$ cat config.mk
export PLATFORM = sky130hd
export DESIGN_NAME = vga_pattern_gen
export DESIGN_NICKNAME = d
export VERILOG_FILES = /design/src/rtl/vga_pattern_gen.sv
export SDC_FILE = /design/constraint.sdc
export NUM_CORES = 1
export LEC_CHECK = 0
export ABC_CLOCK_PERIOD_IN_PS = 5250
export BUFFER_PORTS_ARGS = -buffer_cell sky130_fd_sc_hd__buf_2
export CAP_MARGIN = 20
export CORE_UTILIZATION = 35
export CTS_BUF_LIST = sky130_fd_sc_hd__clkbuf_4
export DETAILED_ROUTE_END_ITERATION = 7
export HOLD_SLACK_MARGIN = 0.15
export PLACE_DENSITY = 0.49
export SLEW_MARGIN = 20
export SYNTH_ARGS = -nofsm -noshare
export SYNTH_HDL_FRONTEND = slang
export SYNTH_SLANG_ARGS = --single-unit
export TNS_END_PERCENT = 50
$ cat constraint.sdc
create_clock -name clk -period 5.25 [get_ports clk]
set_input_delay 0.2625 -clock clk [delete_from_list [all_inputs] [get_ports clk]]
set_output_delay 0.2625 -clock clk [all_outputs]
set_load 0.005 [all_outputs]
$ cat src/rtl/vga_pattern_gen.sv
// ---------------------------------------------------------------------------
// vga_pattern_gen
//
// Pixel-colour stage that sits directly behind the 640x480@60Hz timing
// generator on the 25 MHz pixel clock. It tracks the pixel column and line
// from the generator's DE/VSYNC stream and renders one of four 1-bit-per-
// channel test patterns. A debounced board key advances the pattern, and the
// change is held back until the next frame boundary (VSYNC falling edge) so
// that a frame is never torn between two patterns. HSYNC/VSYNC are delayed
// by one register so that they stay aligned with the registered RGB.
//
// Ports
//   clk       in   pixel clock (25 MHz)
//   reset     in   synchronous, active-high reset
//   in_hsync  in   HSYNC from timing generator, active-low
//   in_vsync  in   VSYNC from timing generator, active-low
//   in_de     in   active-video qualifier from timing generator
//   key_n     in   asynchronous pattern-select key, active-low
//   hys       out  HSYNC delayed 1 cycle
//   vys       out  VSYNC delayed 1 cycle
//   rgb_r/g/b out  colour, forced to 0 outside active video
//   mode      out  current pattern index (0..3)
// ---------------------------------------------------------------------------
module vga_pattern_gen #(
  parameter int H_ACTIVE        = 640,
  parameter int V_ACTIVE        = 480,
  parameter int BAR_WIDTH       = 80,
  parameter int DEBOUNCE_CYCLES = 500000
) (
  input  logic       clk,
  input  logic       reset,
  input  logic       in_hsync,
  input  logic       in_vsync,
  input  logic       in_de,
  input  logic       key_n,
  output logic       hys,
  output logic       vys,
  output logic       rgb_r,
  output logic       rgb_g,
  output logic       rgb_b,
  output logic [1:0] mode
);

  localparam int CNT_W = (DEBOUNCE_CYCLES > 1) ? $clog2(DEBOUNCE_CYCLES) : 1;
  localparam logic [CNT_W-1:0] CNT_MAX = CNT_W'(DEBOUNCE_CYCLES - 1);
  localparam logic [9:0] X_LAST = 10'(H_ACTIVE - 1);
  localparam logic [8:0] Y_LAST = 9'(V_ACTIVE - 1);

  // Key path state
  logic             r_key_s1;
  logic             r_key_s2;
  logic             r_key_deb;
  logic [CNT_W-1:0] r_deb_cnt;
  logic             r_pending;
  logic [1:0]       r_mode;

  // Position tracking state
  logic [9:0] r_x;
  logic [8:0] r_y;
  logic       r_de_prev;

  // Output stage registers
  logic       r_hsync_p1;
  logic       r_vsync_p1;
  logic [2:0] r_rgb_p1;

  logic       w_vfall;
  logic       w_defall;
  logic       w_key_diff;
  logic       w_deb_done;
  logic       w_press;
  logic [2:0] w_pix;

  // Colour for the given position in the given pattern, as {r,g,b}.
  function automatic logic [2:0] pattern(input logic [1:0] m,
                                         input logic [9:0] x,
                                         input logic [8:0] y);
    int         q;
    logic [2:0] idx;
    logic [2:0] c;
    q   = int'(x) / BAR_WIDTH;
    idx = (q > 7) ? 3'd7 : 3'(q);
    case (m)
      2'd0:    c = ~idx;
      2'd1:    c = {3{~(x[5] ^ y[5])}};
      2'd2:    c = (x == 10'd0 || x == X_LAST || y == 9'd0 || y == Y_LAST)
                   ? 3'b111 : 3'b100;
      default: c = y[8:6];
    endcase
    return c;
  endfunction

  // r_vsync_p1 doubles as the previous-VSYNC history for edge detection;
  // both reset to 1 so no false edge is seen right after reset.
  assign w_vfall    = r_vsync_p1 & ~in_vsync;
  assign w_defall   = r_de_prev & ~in_de;
  assign w_key_diff = (r_key_s2 != r_key_deb);
  assign w_deb_done = w_key_diff && (r_deb_cnt == CNT_MAX);
  // Debounced value is about to fall 1->0: a press. Releases are ignored.
  assign w_press    = w_deb_done & ~r_key_s2;
  assign w_pix      = pattern(r_mode, r_x, r_y);

  // ---- key synchroniser, debounce and frame-boundary mode update ----
  always_ff @(posedge clk) begin
    if (reset) begin
      r_key_s1  <= 1'b1;
      r_key_s2  <= 1'b1;
      r_key_deb <= 1'b1;
      r_deb_cnt <= '0;
      r_pending <= 1'b0;
      r_mode    <= 2'd0;
    end else begin
      r_key_s1 <= key_n;
      r_key_s2 <= r_key_s1;
      if (w_deb_done) begin
        r_key_deb <= r_key_s2;
        r_deb_cnt <= '0;
      end else if (w_key_diff) begin
        r_deb_cnt <= r_deb_cnt + 1'b1;
      end else begin
        r_deb_cnt <= '0;
      end
      // A press coinciding with the boundary re-arms pending, so it is
      // applied one frame later rather than lost.
      r_pending <= w_press | (r_pending & ~w_vfall);
      if (w_vfall && r_pending) begin
        r_mode <= r_mode + 2'd1;
      end
    end
  end

  // ---- pixel column / line counters ----
  always_ff @(posedge clk) begin
    if (reset) begin
      r_x       <= '0;
      r_y       <= '0;
      r_de_prev <= 1'b0;
    end else begin
      r_de_prev <= in_de;
      if (!in_de) begin
        r_x <= '0;
      end else if (r_x != 10'h3FF) begin
        r_x <= r_x + 10'd1;
      end
      if (w_vfall) begin
        r_y <= '0;
      end else if (w_defall && r_y != 9'h1FF) begin
        r_y <= r_y + 9'd1;
      end
    end
  end

  // ---- output stage p1: colour and sync aligned ----
  always_ff @(posedge clk) begin
    if (reset) begin
      r_hsync_p1 <= 1'b1;
      r_vsync_p1 <= 1'b1;
      r_rgb_p1   <= 3'b000;
    end else begin
      r_hsync_p1 <= in_hsync;
      r_vsync_p1 <= in_vsync;
      r_rgb_p1   <= in_de ? w_pix : 3'b000;
    end
  end

  assign hys   = r_hsync_p1;
  assign vys   = r_vsync_p1;
  assign rgb_r = r_rgb_p1[2];
  assign rgb_g = r_rgb_p1[1];
  assign rgb_b = r_rgb_p1[0];
  assign mode  = r_mode;

endmodule

==> out/qor_table.md <==
| Quantity | This run | Unit |
|---|---|---|
| Critical path peak fanout | 16 | - |
| Hold depth | 4 | - |
| Kind of capture point of the worst setup path | flip-flop | - |
| Count leader, synth | sky130_fd_sc_hd__nor2_1 | - |
| Number of slew-limit violations in the final report | 0 | - |
| Maxcap violations | 0 | - |
| DR vias | 1990 | - |
| Initial cell density of the core | 0.363 | - |
| Area of the multi-input gates | 1500 | um^2 |
| Width of the die | 88.8 | um |
| Number of hold violations in the final report | 0 | - |
| Worst IR drop on VDD | 0.0945 | mV |
| Number of design rule violations left after detail routing | 0 | - |
| Shortest period the worst path allows | 2.62 | ns |
| I/O Pins | 13 | - |
| Cell count after synthesis | 305 | - |
| Largest stage delay on the critical path | 0.69 | ns |
| Pin count of the biggest net entering global routing | 20 | - |
| Number of enable-type register cells in the synthesized netlist | 0 | - |
| Layout net count | 334 | - |
| Reg area | 1000 | um^2 |
| Cell count after placement | 405 | - |
| Yosys reg bits | 50 | - |
| Share of synthesized registers carrying an async set or reset | 0 | - |
| Global routing usage summed across all routing layers | 0.141 | - |
| Class of the worst hold path | in2reg | - |
| Relative contribution of sequential cells to total power | 0.659 | - |
| Number of gates resized after CTS | 0 | - |
| HPWL reported at the end of detailed placement | 3.51 | mm |
| Number of sinks on the clock net | 50 | - |
| Cell area after synthesis | 2640 | um^2 |
| CTS tree | built | - |
| Clock share of power | 0.299 | - |
| Actual transition at the worst max-transition pin | 0.655 | ns |
| Finished Core Util | 0.392 | - |
| Pre-CTS setup slack | 2.70 | ns |
| Distinct cell type count after synthesis | 58 | - |
| Layout overhead on the synthesized area | 7.79 | % |
| Pwr/cell area | 206 | nW/um^2 |
| Leakage power figure | 0.992 | nW |
| Most area-consuming cells after synthesis | sky130_fd_sc_hd__dfxtp_1 (38%), sky130_fd_sc_hd__nor2_1 (7.5%), sky130_fd_sc_hd__xnor2_1 (5.7%), sky130_fd_sc_hd__ha_1 (5.2%), sky130_fd_sc_hd__xor2_1 (5.0%) | - |
| Class of the most critical setup path | reg2reg | - |
| Setup Viol. Count Final | 0 | - |
| Grt ovf | 0 | - |
| CTS HTree Levels | 2 | - |
| Max-slew headroom at the worst pin | 0.563 | - |
| Status | complete, no violations | - |
| Count of hold-fix buffers inserted at cts | 4 | - |
| Net switching share of the total power | 0.238 | - |
| CP Data Required Time | 5.54 | ns |
| Reg2Reg Depth | 8 | - |
| Average cell area after synthesis | 8.64 | um^2 |
| Post-synth net total | 322 | - |
| TritonCTS Buffers | 5 | - |
| Leading area contributor after synthesis | sky130_fd_sc_hd__dfxtp_1 | - |
| IO buf count | 12 | - |
| Final antenna-violating net count | 0 | - |
| Clock slew at reported path FFs | 0.14 | ns |
| Top FF cell, synth | sky130_fd_sc_hd__dfxtp_1 | - |
| Number of antenna violations at the first check in global routing | 0 | - |
| Number of warnings issued by yosys | 0 | - |
| WL/cell | 11.9 | um |
| Via count normalized by instance count | 4.78 | - |
| Number of antenna cells inserted | 0 | - |
| Most frequent cells after synthesis | sky130_fd_sc_hd__nor2_1 (53), sky130_fd_sc_hd__dfxtp_1 (50), sky130_fd_sc_hd__nand2_1 (17), sky130_fd_sc_hd__xnor2_1 (17), sky130_fd_sc_hd__nand3_1 (16) | - |
| Final setup slack of the worst path | 2.63 | ns |
| Clk Tree Root Cell | sky130_fd_sc_hd__clkbuf_4 | - |
| Kind of start point of the critical path | flip-flop | - |
| Routability cong. | 0.861 | - |
| Upper clock frequency limit | 382 | MHz |
| Vias in the first global route | 1871 | - |
| Maximum clock path buffer count | 2 | - |
| Row count | 31 | - |
| Insertion delay of the later-clocked pin in the worst-skew pair | 0.37 | ns |
| Number of DRC violations after detailed-routing iteration 0 | 58 | - |
| Power share of the combinational group | 0.042 | - |
| Crit path cell chain | or2_0 > ha_1 > nand3b_1 > a21o_1 > a21oi_1 > o32ai_1 > nand4bb_1 > a221oi_2 | - |
| Final period utilization | 0.499 | - |
| Die Ht | 88.8 | um |
| Fill count | 759 | - |
| Count of placed standard cells in the final layout, fillers left out | 416 | - |
| First-pass detailed-route iteration total | 4 | - |
| Sum of negative setup slack | 0 | ns |
| Post-CTS setup buffers | 0 | - |
| Share of post-route cells with drive strength above 1 | 0.114 | - |
| Power Internal | 0.447 | mW |
| Total Wirelength | 4.95 | mm |
| Worst endpoint data arrival time | 2.91 | ns |
| Core Area | 7250 | um^2 |
| Crit path max-delay cell type | sky130_fd_sc_hd__dfxtp_1 | - |
| First-pass GRT wire length | 8.71 | mm |
| RSZ-0062 raised after global routing | no | - |
| Die Area | 7880 | um^2 |
| Net switching component of the power | 0.140 | mW |
| Post-synthesis sequential area ratio | 0.380 | - |
| Final Skew | 0.00681 | ns |
| Top-area cell type share of the netlist area | 0.380 | - |
[routing by layer]
metal / GRT usage / wire length, um / vias up
met1: 0.193 / 2620 / 894
met4: 0.0396 / 65 / 0
met2: 0.221 / 2110 / 22
li1: - / - / 1069
met3: 0.0345 / 153 / 5
met5: 0 / 0 / -
[kinds of logic (layout without fill, tap and decap cells)]
| family | after synthesis | in the layout | synth area share |
|---|---|---|---|
| xor+xnor | 32 | 32 | 0.106 |
| compound gates | 43 | 43 | 0.116 |
| buf+inv | 27 | 39 | 0.0494 |
| flops | 50 | 50 | 0.380 |
| mux | 1 | 1 | 0.00380 |
| fa+ha+maj | 13 | 13 | 0.0603 |
| simple gates | 139 | 139 | 0.284 |
[final timing paths]
kind         slack [ns]                     end                start
min reg2reg        0.45     r_key_s2$_SDFF_PP1_  r_key_s1$_SDFF_PP1_
max reg2reg        2.63  r_rgb_p1[1]$_SDFF_PP0_  r_x[8]$_SDFFE_PP0P_
min                0.28     r_y[0]$_SDFFE_PP0P_                in_de
max                2.63  r_rgb_p1[1]$_SDFF_PP0_  r_x[8]$_SDFFE_PP0P_
[power groups by stage]
stage / clock (mW) / sequential, mW / combinational (mW)
after floorplan: 0 / 0.395 / 0.0156
after global placement: 0 / 0.395 / 0.0230
after detailed placement: 0 / 0.395 / 0.0227
after CTS: 0.187 / 0.387 / 0.0252
after global routing: 0.201 / 0.388 / 0.0276
final: 0.176 / 0.386 / 0.0245
[state kept, by name, summed over array words and instances, names as in the netlist]
signal	cells
r_deb_cnt	19
r_x	10
r_y	9
r_rgb_p1	3
mode	2
hys	1
r_de_prev	1
r_key_deb	1
r_key_s1	1
r_key_s2	1
r_pending	1
vys	1
[layout by cell type, fill, tap and decap left out, types with 2 or more instances in the layout]
| master | Yosys | final |
|---|---|---|
| sky130_fd_sc_hd__xor2_1 | 15 | 15 |
| sky130_fd_sc_hd__and4_1 | 2 | 2 |
| sky130_fd_sc_hd__nand2b_1 | 6 | 6 |
| sky130_fd_sc_hd__o21a_1 | 2 | 2 |
| sky130_fd_sc_hd__or2_2 | 6 | 6 |
| sky130_fd_sc_hd__a21oi_1 | 10 | 10 |
| sky130_fd_sc_hd__nor2_1 | 53 | 53 |
| sky130_fd_sc_hd__o22ai_1 | 3 | 3 |
| sky130_fd_sc_hd__or3_1 | 2 | 2 |
| sky130_fd_sc_hd__and3_1 | 3 | 3 |
| sky130_fd_sc_hd__a211oi_1 | 3 | 3 |
| sky130_fd_sc_hd__xnor2_1 | 17 | 17 |
| sky130_fd_sc_hd__dfxtp_1 | 50 | 50 |
| sky130_fd_sc_hd__a31oi_1 | 4 | 4 |
| sky130_fd_sc_hd__buf_2 | 2 | 12 |
| sky130_fd_sc_hd__nor3_1 | 6 | 6 |
| sky130_fd_sc_hd__o21ai_0 | 7 | 7 |
| sky130_fd_sc_hd__o32ai_1 | 2 | 2 |
| sky130_fd_sc_hd__nor4_1 | 2 | 2 |
| sky130_fd_sc_hd__or2b_1 | 2 | 2 |
| sky130_fd_sc_hd__inv_1 | 15 | 15 |
| sky130_fd_sc_hd__nand3_1 | 16 | 16 |
| sky130_fd_sc_hd__ha_1 | 11 | 11 |
| sky130_fd_sc_hd__nand4_1 | 8 | 8 |
| sky130_fd_sc_hd__dlygate4sd3_1 | 0 | 4 |
| sky130_fd_sc_hd__nand2_1 | 17 | 17 |
| sky130_fd_sc_hd__nor2b_1 | 3 | 3 |
| sky130_fd_sc_hd__clkbuf_4 | 0 | 5 |
[final cells by class]
type | instances | area share
Multi-Input combinational cell | 228 | 0.530
Sequential cell | 50 | 0.352
Tap cell | 99 | 0.0436
Timing Repair Buffer | 16 | 0.0352
Inverter | 16 | 0.0211
Clock buffer | 5 | 0.0132
Clock inverter | 2 | 0.00485
[per-stage QoR]
stage	hold WS, ns	power [mW]	area [um^2]
2_1_floorplan	0.366	0.410	2640
3_3_place_gp	0.404	0.418	2750
3_5_place_dp	0.398	0.417	2750
4_1_cts	0.272	0.598	2840
5_1_grt	0.296	0.617	2840
6_report	0.284	0.586	2840
[critical path, delay by kind of cell, from the launching register on]
family | cells | cell delay [ns]
adders and majority gates | 1 | 0.33
DFF | 1 | 0.69
AOI/OAI and AO/OA | 4 | 0.75
and+or+nand+nor | 3 | 0.77
No activity file was read; power rests on OpenSTA's default activity.
